**config.mk**
```make
export PLATFORM = sky130hd
export DESIGN_NAME = pla_seq_eval
export DESIGN_NICKNAME = d
export VERILOG_FILES = /design/src/rtl/pla_pkg.sv /design/src/rtl/pla_cube_match.sv /design/src/rtl/pla_seq_eval.sv
export SDC_FILE = /design/constraint.sdc
export NUM_CORES = 1
export LEC_CHECK = 0
export BUFFER_PORTS_ARGS = -buffer_cell sky130_fd_sc_hd__buf_2
export CAP_MARGIN = 15
export CORE_ASPECT_RATIO = 1.25
export CORE_MARGIN = 3
export CORE_UTILIZATION = 55
export CTS_CLUSTER_SIZE = 20
export DETAILED_ROUTE_END_ITERATION = 10
export HOLD_SLACK_MARGIN = 0.03
export PLACE_DENSITY = 0.72
export SLEW_MARGIN = 20
export SYNTH_ARGS = -nofsm -noshare
export SYNTH_HDL_FRONTEND = slang
export SYNTH_SLANG_ARGS = --single-unit
```
**constraint.sdc**
```tcl
create_clock -name clk -period 3.7 [get_ports clk]
set_input_delay 0.74 -clock clk [delete_from_list [all_inputs] [get_ports clk]]
set_output_delay 0.74 -clock clk [all_outputs]
set_load 0.02 [all_outputs]
```
**src/rtl/pla_pkg.sv**
```systemverilog
// Shared types and default sizes for the sequential PLA evaluator.
package pla_pkg;

    localparam int N_IN_DEF   = 15;
    localparam int N_CUBE_DEF = 16;
    localparam int N_OUT_DEF  = 1;

    typedef enum logic [1:0] {
        IDLE,
        EVAL,
        DONE
    } state_t;

    // Cube table entry at the default sizes; instances with other widths use the same field order.
    typedef struct packed {
        logic                 en;
        logic [N_IN_DEF-1:0]  care;
        logic [N_IN_DEF-1:0]  val;
        logic [N_OUT_DEF-1:0] out;
    } cube_t;

endpackage

```
**src/rtl/pla_cube_match.sv**
```systemverilog
// Single-cube match: contributes the cube's output mask when every cared literal agrees with x.
module pla_cube_match
    import pla_pkg::*;
#(
    parameter int N_IN  = N_IN_DEF,
    parameter int N_OUT = N_OUT_DEF
) (
    input  logic             en,
    input  logic [N_IN-1:0]  care,
    input  logic [N_IN-1:0]  val,
    input  logic [N_OUT-1:0] out,
    input  logic [N_IN-1:0]  x,
    output logic [N_OUT-1:0] contrib
);

    logic match;

    assign match   = en & (&(~care | ~(x ^ val)));
    assign contrib = match ? out : '0;

endmodule

```
**src/rtl/pla_seq_eval.sv**
```systemverilog
// Sequential sum-of-products evaluator: scans a writable cube table one entry per cycle,
// stopping early once every output is set, with valid/ready handshakes on input and result.
module pla_seq_eval
    import pla_pkg::*;
#(
    parameter int  N_IN   = N_IN_DEF,
    parameter int  N_CUBE = N_CUBE_DEF,
    parameter int  N_OUT  = N_OUT_DEF,
    localparam int ADDR_W = $clog2(N_CUBE)
) (
    input  logic              clk,
    input  logic              rst_n,
    input  logic              cube_we,
    input  logic [ADDR_W-1:0] cube_addr,
    input  logic              cube_en,
    input  logic [N_IN-1:0]   cube_care,
    input  logic [N_IN-1:0]   cube_val,
    input  logic [N_OUT-1:0]  cube_out,
    input  logic              in_valid,
    output logic              in_ready,
    input  logic [N_IN-1:0]   x,
    input  logic [N_OUT-1:0]  out_inv,
    output logic              out_valid,
    input  logic              out_ready,
    output logic [N_OUT-1:0]  y,
    output logic [ADDR_W:0]   cubes_used
);

    typedef struct packed {
        logic             en;
        logic [N_IN-1:0]  care;
        logic [N_IN-1:0]  val;
        logic [N_OUT-1:0] out;
    } entry_t;

    entry_t            tbl [N_CUBE];
    entry_t            cur;
    state_t            state, state_n;
    logic [N_IN-1:0]   x_s;
    logic [N_OUT-1:0]  inv_s;
    logic [N_OUT-1:0]  acc;
    logic [N_OUT-1:0]  nacc;
    logic [N_OUT-1:0]  contrib;
    logic [ADDR_W-1:0] idx;
    logic              addr_ok;
    logic              last;

    generate
        if (N_CUBE == (1 << ADDR_W)) begin : g_full_range
            assign addr_ok = 1'b1;
        end else begin : g_part_range
            assign addr_ok = (int'(cube_addr) < N_CUBE);
        end
    endgenerate

    // NOTE: the table is reset with everything else so an empty table evaluates to out_inv
    // straight after reset; that keeps it in flops rather than a RAM macro.
    always_ff @(posedge clk or negedge rst_n) begin
        if (!rst_n) begin
            for (int i = 0; i < N_CUBE; i++) begin
                tbl[i] <= '0;
            end
        end else if (cube_we && addr_ok) begin
            tbl[cube_addr] <= '{en: cube_en, care: cube_care, val: cube_val, out: cube_out};
        end
    end

    // The entry read here is the registered one, so a same-cycle write to idx is seen only later.
    assign cur = tbl[idx];

    pla_cube_match #(
        .N_IN  (N_IN),
        .N_OUT (N_OUT)
    ) u_match (
        .en      (cur.en),
        .care    (cur.care),
        .val     (cur.val),
        .out     (cur.out),
        .x       (x_s),
        .contrib (contrib)
    );

    assign nacc = acc | contrib;
    assign last = (&nacc) || (idx == ADDR_W'(N_CUBE - 1));

    // NOTE: registered state uses non-blocking assignments so every flop samples pre-edge values.
    always_ff @(posedge clk or negedge rst_n) begin
        if (!rst_n) begin
            state <= IDLE;
        end else begin
            state <= state_n;
        end
    end

    // NOTE: next state gets its default first so no path through this block infers a latch.
    always_comb begin
        state_n = state;
        case (state)
            IDLE:    if (in_valid)  state_n = EVAL;
            EVAL:    if (last)      state_n = DONE;
            DONE:    if (out_ready) state_n = IDLE;
            default: state_n = IDLE;
        endcase
    end

    always_ff @(posedge clk or negedge rst_n) begin
        if (!rst_n) begin
            x_s        <= '0;
            inv_s      <= '0;
            acc        <= '0;
            idx        <= '0;
            y          <= '0;
            cubes_used <= '0;
        end else begin
            case (state)
                IDLE: begin
                    if (in_valid) begin
                        x_s        <= x;
                        inv_s      <= out_inv;
                        acc        <= '0;
                        idx        <= '0;
                        cubes_used <= '0;
                    end
                end
                EVAL: begin
                    acc        <= nacc;
                    cubes_used <= {1'b0, idx} + (ADDR_W + 1)'(1);
                    if (last) begin
                        y <= nacc ^ inv_s;
                    end else begin
                        idx <= idx + ADDR_W'(1);
                    end
                end
                default: ;
            endcase
        end
    end

    // Both handshake outputs come from the state register only, so out_ready never reaches in_ready.
    assign in_ready  = (state == IDLE);
    assign out_valid = (state == DONE);

endmodule

```
==> run metrics, run 1 <==
number of placed instances with taps included=2141; final core utilization=62.89%; Core ar.=43600 um^2; placer's final routability congestion estimate=0.8019; #FFs+latches synth=541; crit path launch type=flop; library cell with the highest instance count after synthesis=dfrtp_1; number of cells produced by synthesis=1581; number of maximum-capacitance constraint violations=0; kind of path behind the tightest hold check=in -> async; unique cell type count in the Yosys netlist=54; worst setup timing slack at the placement stage=0.1983 ns; buffer levels on the longest clock path=3; Peak supply drop=0.3701 mV; required arrival time at the worst endpoint=4.18 ns; EDFF count, synth=0; hold_buf cts=0; CTS tree=built; HPWL Detailed=36.16 mm; final-report setup violation count=0; Clock Root Buffer=clkbuf_16; number of buffers created by CTS=54; number of DRC violations after detailed routing=0; routed length per instance=26.80 um; clock transition at the register clock pins on the worst setup and hold paths after CTS=0.06 ns; total number of vias=13820; number of input and output port buffers inserted=64; YS warnings=0; post-CTS sizing=0; number of standard cells in the final layout excluding fillers=2244; largest cells by area after synthesis=dfrtp_1 (55%), mux2_2 (23%), mux4_2 (10%); I/O pin count=65; Avg Vias per Cell=6.158; buffers inserted during post-CTS setup optimization=0; shortest clock period the worst path allows after layout=3.547 ns; Period Utilization, post-route=95.87%; Mapped Area=24550 um^2; overall fraction of global-route tracks in use=25.86%; wire length of the first global-routing pass=93.10 mm; Tot Pwr=20420 uW; final-stage net count=1690; number of antenna violations at the first check in global routing=7; largest net degree at the start of global routing=124; run status=finished, final reports clean; ratio of cells with drive above 1 in the final layout=51.31%; dominant register cell in the synthesized netlist=dfrtp_1; startpoint of the most critical setup path=idx[2]; clock latency at the later pin of the worst-skew pair=0.60 ns; filler cell count=3185; worst reg2reg setup slack=0.15 ns; worst setup skew after layout=0.009467 ns; Critical R2R Launch=idx[2]; areal power density over the cells=744.5 nW/um^2; number of violations reported at the end of detailed-routing iteration 0=966; worst setup path endpoint=idx[1]; die outline height=242.2 um; total negative slack for setup checks=0 ns; leakage power summed over all cells=0.01192 uW; final-report hold violation count=0; worst reg-to-reg path cell count=11; antenna violation net count after detailed routing=0; sum of routed wire length over all layers=60.14 mm; fmax=0.2819 GHz; headroom to the max-slew limit=27.18%; starting density of the core=56.30%; Least-Margin Pin Slew=1.090 ns; clock sinks=541; Clock H-tree levels=2; RSZ-0062 raised after global routing=no; number of global-route vias before repair=14940; endpoint arrival time on the critical path=4.03 ns; dominant cell type by area after synthesis=dfrtp_1; maximum fanout along the worst path=24; Final Slew Violations=0; final global-route overflow total=0; area share of the largest cell type after synthesis=55.15%; area growth from synthesis to layout=11.71%; share of flip-flops with an asynchronous set or reset=100.0%; cell types with the highest counts after synthesis=dfrtp_1 (541), mux2_2 (512), mux4_2 (110); Die Footprint=47220 um^2; type of element capturing the critical path=flop; number of placement rows=85; fraction of the yosys area taken by sequential cells=55.15%; net count after synthesis=1639; width of the chip=195.0 um; first-pass iteration count of the detailed router=5; R2R Path End=idx[1]; mean post-synth cell area=15.53 um^2; critical path class=reg -> reg; final worst setup slack=0.1530 ns
[through the flow]
| step | cell area, um^2 | hold WS [ns] |
|---|---|---|
| 2_1_floorplan | 24550 | 0.4444 |
| 6_report | 27420 | 0.08230 |
| 3_3_place_gp | 25680 | 0.4543 |
| 3_5_place_dp | 25680 | 0.4717 |
| 5_1_grt | 27420 | 0.1015 |
| 4_1_cts | 27420 | 0.08750 |
[worst min-delay path by stage]
| stage | start | to | slack [ns] | cells past startpoint |
|---|---|---|---|---|
| CTS | rst_n | tbl[32] | 0.09 | 1 |
| global placement | cubes_used[4] | cubes_used[4] | 0.45 | 2 |
| detailed placement | cubes_used[4] | cubes_used[4] | 0.47 | 2 |
| global route | rst_n | tbl[32] | 0.10 | 1 |
| finish | rst_n | tbl[32] | 0.08 | 1 |
| floorplan | rst_n | acc | 0.44 | 0 |
[cell type report]
class                   instances  area [um^2]  share of cell area [%]
diodes                          3        7.507                 0.02738
clock buffers                  85         1619                   5.904
clock inverters                15        113.9                  0.4152
inverters                       2        7.507                 0.02738
multi-input cells             904        10390                   37.89
flip-flops and latches        541        13550                   49.40
well taps                     565        706.9                   2.578
repair buffers                129         1031                   3.760
[metal layers]
metal,GRT usage (%),vias to the layer above,share of wire [%]
met4,6.713,6,2.3
met1,35.19,7499,42
met2,43.26,304,51
met3,5.035,100,4.6
met5,0,-,0.063
li1,-,5909,-
[report_power, final]
group          internal (uW)  switching [uW]
Combinational           3600            3080
Sequential              7360            1010
Clock                   3070            2290
[sequential cells by signal (all words and copies together), names as in the netlist]
| signal | flops |
|---|---|
| inv_s | 1 |
| tbl | 512 |
| y | 1 |
| x_s | 15 |
| cubes_used | 5 |
| idx | 4 |
| acc | 1 |
| state | 2 |
[kinds of logic (layout without fill, tap and decap cells)]
group	after synthesis	count (layout)	share of synthesized area, %
buffers and inverters	136	231	2.839
and+or+nand+nor	144	144	2.645
muxes	659	659	35.88
xor gates and xnor gates	46	46	1.641
adders and majority gates	1	1	0.05096
AOI/OAI and AO/OA	54	54	1.789
DFF	541	541	55.15
other	0	3	0
[cells in the final DEF, fill, tap and decap left out, drive strengths merged, types with 5 or more instances in the layout]
cell type,instances
a21oi,6
a22oi,5
buf,129
clkbuf,85
clkinv,10
dfrtp,541
inv,5
mux2,512
mux2i,25
mux4,122
nand2,71
nand3,20
nor2,27
o21ai,12
o32ai,5
xor2,43
[worst max-delay path, stage by stage, from the launching register on]
cell	delay [ns]
dfrtp_2	0.86
buf_4	0.25
mux4_2	0.29
mux2i_1	0.19
xor2_1	0.29
o2111ai_1	0.25
nor3_1	0.37
buf_4	0.18
o221ai_2	0.17
buf_4	0.20
and3_1	0.16
a31o_1	0.19
Power figures use the tool's default switching activity.
==> inputs of run 2 (changes only) <==
Settings changed: SYNTH_HIERARCHICAL set to 1.
==> run 2 against run 1 <==
- power rose by 3.2%
- synthesized cell count rose by 5.1%
- clock-buffer cell count fell by 3
==> run metrics, run 2 <==
hold_buf cts=0; Peak supply drop=0.4519 mV; most common cell after layout, fill and taps aside=dfrtp_1; number of cells produced by synthesis=1661; worst setup skew after layout=0.02352 ns; routed metal-1 wirelength=26.27 mm; fraction of the yosys area taken by sequential cells=55.14%; library cell with the highest instance count after synthesis=dfrtp_1; buffer levels on the longest clock path=3; run status=finished, final reports clean; total number of vias=14830; leakage power summed over all cells=0.01224 uW; final core utilization=63.77%; first-pass iteration count of the detailed router=5; number of buffers created by CTS=54; crit path launch type=flop; met2 routed wirelength=30.74 mm; HPWL Detailed=36.67 mm; net count after synthesis=1719; Mapped Area=24550 um^2; dominant cell type by area after synthesis=dfrtp_1; number of input and output port buffers inserted=64; width of the chip=195.0 um; number of maximum-capacitance constraint violations=0; headroom to the max-slew limit=51.23%; #FFs+latches synth=541; unique cell type count in the Yosys netlist=37; final global-route overflow total=0; Avg Vias per Cell=6.374; number of antenna violations at the first check in global routing=2; total negative slack for setup checks=0 ns; Fin Hold WS=0.08865 ns; largest net degree at the start of global routing=102; antenna violation net count after detailed routing=0; number of flip-flops in the largest register=512; Least-Margin Pin Slew=0.7316 ns; clock sinks=541; largest register by flop count=tbl; largest registers in the final layout=tbl x512, x_s x15, cubes_used x5; routed length per instance=26.36 um; kind of path behind the tightest hold check=in -> async; filler cell count=3209; Die Footprint=47220 um^2; ratio of cells with drive above 1 in the final layout=47.87%; area growth from synthesis to layout=13.26%; cell types with the highest counts after synthesis=dfrtp_1 (541), mux2_2 (516), mux2i_1 (129); dominant register cell in the synthesized netlist=dfrtp_1; placer's final routability congestion estimate=0.7840; number of placement rows=85; EDFF count, synth=0; I/O pin count=65; Core ar.=43600 um^2; number of global-route vias before repair=16050; final-report hold violation count=0; top library cells by usage in the layout, fill and taps aside=dfrtp_1 (537), mux2_2 (516), mux2i_1 (128), mux4_2 (64), buf_2 (63); CTS tree=built; largest cells by area after synthesis=dfrtp_1 (55%), mux2_2 (24%), mux4_2 (5.9%); endpoint arrival time on the critical path=4.08 ns; Period Utilization, post-route=96.58%; shortest clock period the worst path allows after layout=3.573 ns; clock transition at the register clock pins on the worst setup and hold paths after CTS=0.06 ns; Top Layer Used=met4; final-report setup violation count=0; number of violations reported at the end of detailed-routing iteration 0=903; die outline height=242.2 um; Clock Root Buffer=clkbuf_16; wire length of the first global-routing pass=96.05 mm; critical path class=reg -> reg; areal power density over the cells=757.7 nW/um^2; Final Slew Violations=0; Clock H-tree levels=2; final-stage net count=1775; overall fraction of global-route tracks in use=26.25%; clock latency at the later pin of the worst-skew pair=0.61 ns; fmax=0.2799 GHz; RSZ-0062 raised after global routing=no; YS warnings=6; required arrival time at the worst endpoint=4.21 ns; sum of routed wire length over all layers=61.35 mm; starting density of the core=56.30%; type of element capturing the critical path=flop; number of DRC violations after detailed routing=0; maximum fanout along the worst path=9; share of flip-flops with an asynchronous set or reset=100.0%; mean post-synth cell area=14.78 um^2; area share of the largest cell type after synthesis=55.14%; routed length on met3=2.788 mm
[run 2: cell count changes in the layout (fill, tap and decap cells not counted), sizes merged, moves of 27 or more]
cell	change
mux2i	+104
a22oi	+34
xor2	-27
mux4	-58
a221oi	+62
o21ai	+27
nand2	-27
[run 2: area by class of cell]
class                      instances  area [um^2]  share of cell area [%]
sequential                       541        13550                   48.72
multi-input combinational        975        10500                   37.74
clock buffer                      82         1588                   5.710
timing repair buffer             142         1207                   4.342
tap                              565        706.9                   2.542
clock inverter                    18        246.5                  0.8865
inverter                           3        11.26                 0.04050
antenna                            1        2.502                0.009000
[run 2: stage by stage]
step	std cells	total power (uW)	cell area, um^2	setup WS, ns
2_1_floorplan	1661	13030	24550	0.7433
3_3_place_gp	2225	15150	25880	-0.06961
3_5_place_dp	2225	15360	25880	-0.09380
4_1_cts	2325	21070	27730	-0.01569
5_1_grt	2326	22100	27800	0.03209
6_report	2327	21070	27810	0.1267
[run 2: worst paths after layout]
path                            depth (start not counted)  slack, ns      start        to
worst max-delay path                                   15       0.13     idx[0]    idx[2]
worst min-delay path                                    1       0.09      rst_n  tbl[296]
worst max register to register                         15       0.13     idx[0]    idx[2]
worst min register to register                          1       0.49   tbl[196]  tbl[196]
max in group asynchronous                               3       2.54      rst_n   tbl[20]
min in group clk                                        2       0.32  out_ready  state[1]
[run 2: critical path: stages, from the launching register on]
cell and delay [ns]:
dfrtp_4 0.54, buf_12 0.16, buf_12 0.14, mux2i_1 0.12
a221oi_1 0.38, o21ai_0 0.13, nand2_1 0.10, xor2_1 0.30
a22oi_2 0.21, nand4_1 0.18, nor2_2 0.08, buf_4 0.15
a311o_1 0.36, a21oi_2 0.28, o21ai_0 0.15, a21o_1 0.19
[run 2: where the power goes]
part           total, uW  internal (uW)  switching (uW)
logic               7220           3650            3570
registers           8230           7380             849
clock network       5620           3310            2310
total              21100          14300            6720
[run 2: cell families after synthesis]
logic type | after synthesis | share of synthesized area (%)
AND/OR/NAND/NOR | 82 | 1.493
flip-flops | 541 | 55.14
multiplexers | 721 | 35.35
XOR/XNOR | 18 | 0.6421
AO/OA/AOI/OAI | 153 | 4.577
buffers and inverters | 145 | 2.747
adder cells (fa/ha/maj) | 1 | 0.05096
[run 2: timing repair]
| action | in CTS | in global routing |
|---|---|---|
| endpoints found under the setup margin | 4 | 4 |
| gates resized for setup | 3 | 11 |
| buffers inserted | 0 | 1 |
| pin swaps | 0 | 0 |
[run 2: routing by layer]
layer / GRT usage, % / up-vias
met5: 0 / -
met4: 6.944 / 0
met3: 4.187 / 113
met2: 44.37 / 346
met1: 35.75 / 8063
li1: - / 6311
==> inputs of run 3 (changes only) <==
Settings changed: RECOVER_POWER set to 25.
==> run 3 against run 2 <==
- the run now ends with max-capacitance violations, max-slew violations left
- sequential power barely moved
- core utilization down 0.16 points
- critical path type unchanged
- maximum frequency grew 0.60%
- clock power about the same
- worst setup slack gained 0.021 ns
- critical path depth did not move
==> run metrics, run 3 (synthesized netlist as in run 2, its figures left out) <==
run status=complete, but fails checks; violated checks=max-capacitance violations, max-slew violations; Clock H-tree levels=2; filler cell count=3220; final-stage net count=1775; critical path class=reg -> reg; number of maximum-capacitance constraint violations=1; die outline height=242.2 um; worst setup skew after layout=0.02666 ns; number of buffers created by CTS=54; most common cell after layout, fill and taps aside=dfrtp_1; number of input and output port buffers inserted=64; cell type of the slowest stage on the worst timing path=dfrtp_4; total negative slack for setup checks=0 ns; Avg Vias per Cell=6.337; routed length per instance=26.34 um; Die Footprint=47220 um^2; critical path, cell by cell=buf_12 -> buf_12 -> mux2i_1 -> a221oi_1 -> o21ai_0 -> nand2_1 -> xor2_1 -> a22oi_2 -> nand4_1 -> nor2_2 -> buf_4 -> a311o_1 -> a21oi_2 -> o21ai_0 -> a21o_1; headroom to the max-slew limit=-24.22%; areal power density over the cells=759.1 nW/um^2; Core ar.=43600 um^2; Least-Margin Pin Slew=1.863 ns; type of element capturing the critical path=flop; total number of vias=14750; width of the chip=195.0 um; number of violations reported at the end of detailed-routing iteration 0=964; final-report setup violation count=0; maximum fanout along the worst path=9; starting density of the core=56.30%; placed cell areas=25880 um^2; clock transition at the register clock pins on the worst setup and hold paths after CTS=0.06 ns; number of placement rows=85; ratio of cells with drive above 1 in the final layout=47.64%; Crit path max-delay family=compound AO/OA/AOI/OAI gates; clock sinks=541; Tot Pwr=21060 uW; wire length of the first global-routing pass=96.05 mm; Register Area=13550 um^2; leakage power summed over all cells=0.01221 uW; final global-route overflow total=0; required arrival time at the worst endpoint=4.21 ns; number of flip-flops in the largest register=512; Final Slew Violations=76; fmax=0.2815 GHz; largest net degree at the start of global routing=102; largest registers in the final layout=tbl x512, x_s x15, cubes_used x5; overall fraction of global-route tracks in use=26.25%; placer's final routability congestion estimate=0.7840; CTS tree=built; Final Cell Area=27740 um^2; number of DRC violations after detailed routing=0; delay of the slowest cell on the worst path=0.53 ns; HPWL Detailed=36.67 mm; clock latency at the later pin of the worst-skew pair=0.62 ns; crit path launch type=flop; I/O pin count=65; sum of routed wire length over all layers=61.29 mm; area growth from synthesis to layout=12.98%; number of global-route vias before repair=16050; buffer levels on the longest clock path=3; final-report hold violation count=0; number of antenna violations at the first check in global routing=2; shortest clock period the worst path allows after layout=3.552 ns; antenna violation net count after detailed routing=0; first-pass iteration count of the detailed router=5; CP bufs+invs=3; Clock Root Buffer=clkbuf_16; kind of path behind the tightest hold check=in -> reg; largest register by flop count=tbl; endpoint arrival time on the critical path=4.06 ns; Peak supply drop=0.4556 mV; top library cells by usage in the layout, fill and taps aside=dfrtp_1 (537), mux2_2 (516), mux2i_1 (128), mux4_2 (64), buf_2 (63); Period Utilization, post-route=96.00%; RSZ-0062 raised after global routing=no; area of the multi-input gates=10500 um^2
run 3: worst register-to-register path: stages, from the launching register on:
cell      delay [ns]
dfrtp_4         0.53
buf_12          0.16
buf_12          0.14
mux2i_1         0.12
a221oi_1        0.38
o21ai_0         0.13
nand2_1         0.10
xor2_1          0.29
a22oi_2         0.20
nand4_1         0.19
nor2_2          0.08
buf_4           0.15
a311o_1         0.36
a21oi_2         0.28
o21ai_0         0.15
a21o_1          0.19
run 3: what timing repair did:
action | CTS | global route
hold buffers | 0 | 0
endpoints found under the setup margin | 4 | 4
buffers inserted | 0 | 1
cloned | 0 | 0
hold endpoints to repair | 0 | 0
resized for setup | 3 | 11
run 3: cell type report:
class                   instances  share of cell area (%)
diodes                          1                0.009022
clock buffers                  82                   5.724
clock inverters                18                  0.8886
inverters                       3                 0.04060
multi-input cells             975                   37.84
flip-flops and latches        541                   48.84
well taps                     565                   2.549
repair buffers                142                   4.109
run 3: worst paths after layout:
check	startpoint	to	slack [ns]	cells after the start
setup / recovery	idx[0]	idx[2]	0.15	15
hold / removal	out_ready	state[1]	0.32	2
setup reg to reg	idx[0]	idx[2]	0.15	15
hold reg to reg	y	y	0.49	2
max in group asynchronous	rst_n	idx[3]	0.64	2
min in group asynchronous	rst_n	tbl[296]	0.63	1
run 3: stage by stage:
stage               utilization [%]  hold slack [ns]  std cells  worst slack, ns
floorplan                         -           0.4444       1661           0.7433
global placement              59.35           0.4698       2225         -0.06961
detailed placement            59.35           0.4747       2225         -0.09380
CTS                           63.60           0.1064       2325         -0.01569
global route                  63.61           0.2948       2326          0.03209
finish                        63.61           0.3151       2327           0.1480
run 3: where the power goes:
part / leakage (uW) / internal (uW) / switching [uW]
Clock: 0.000902 / 3310 / 2310
Sequential: 0.00663 / 7380 / 846
Combinational: 0.00468 / 3640 / 3570
Total: 0.0122 / 14300 / 6720
run 3: layer usage:
layer  global-route usage (%)  vias to the layer above  routed length (um)
met5                        0                        -                   0
li1                         -                     6301                   -
met1                    35.75                     7966               26070
met3                    4.187                      109                2913
met4                    6.944                        0                1518
met2                    44.37                      370               30790
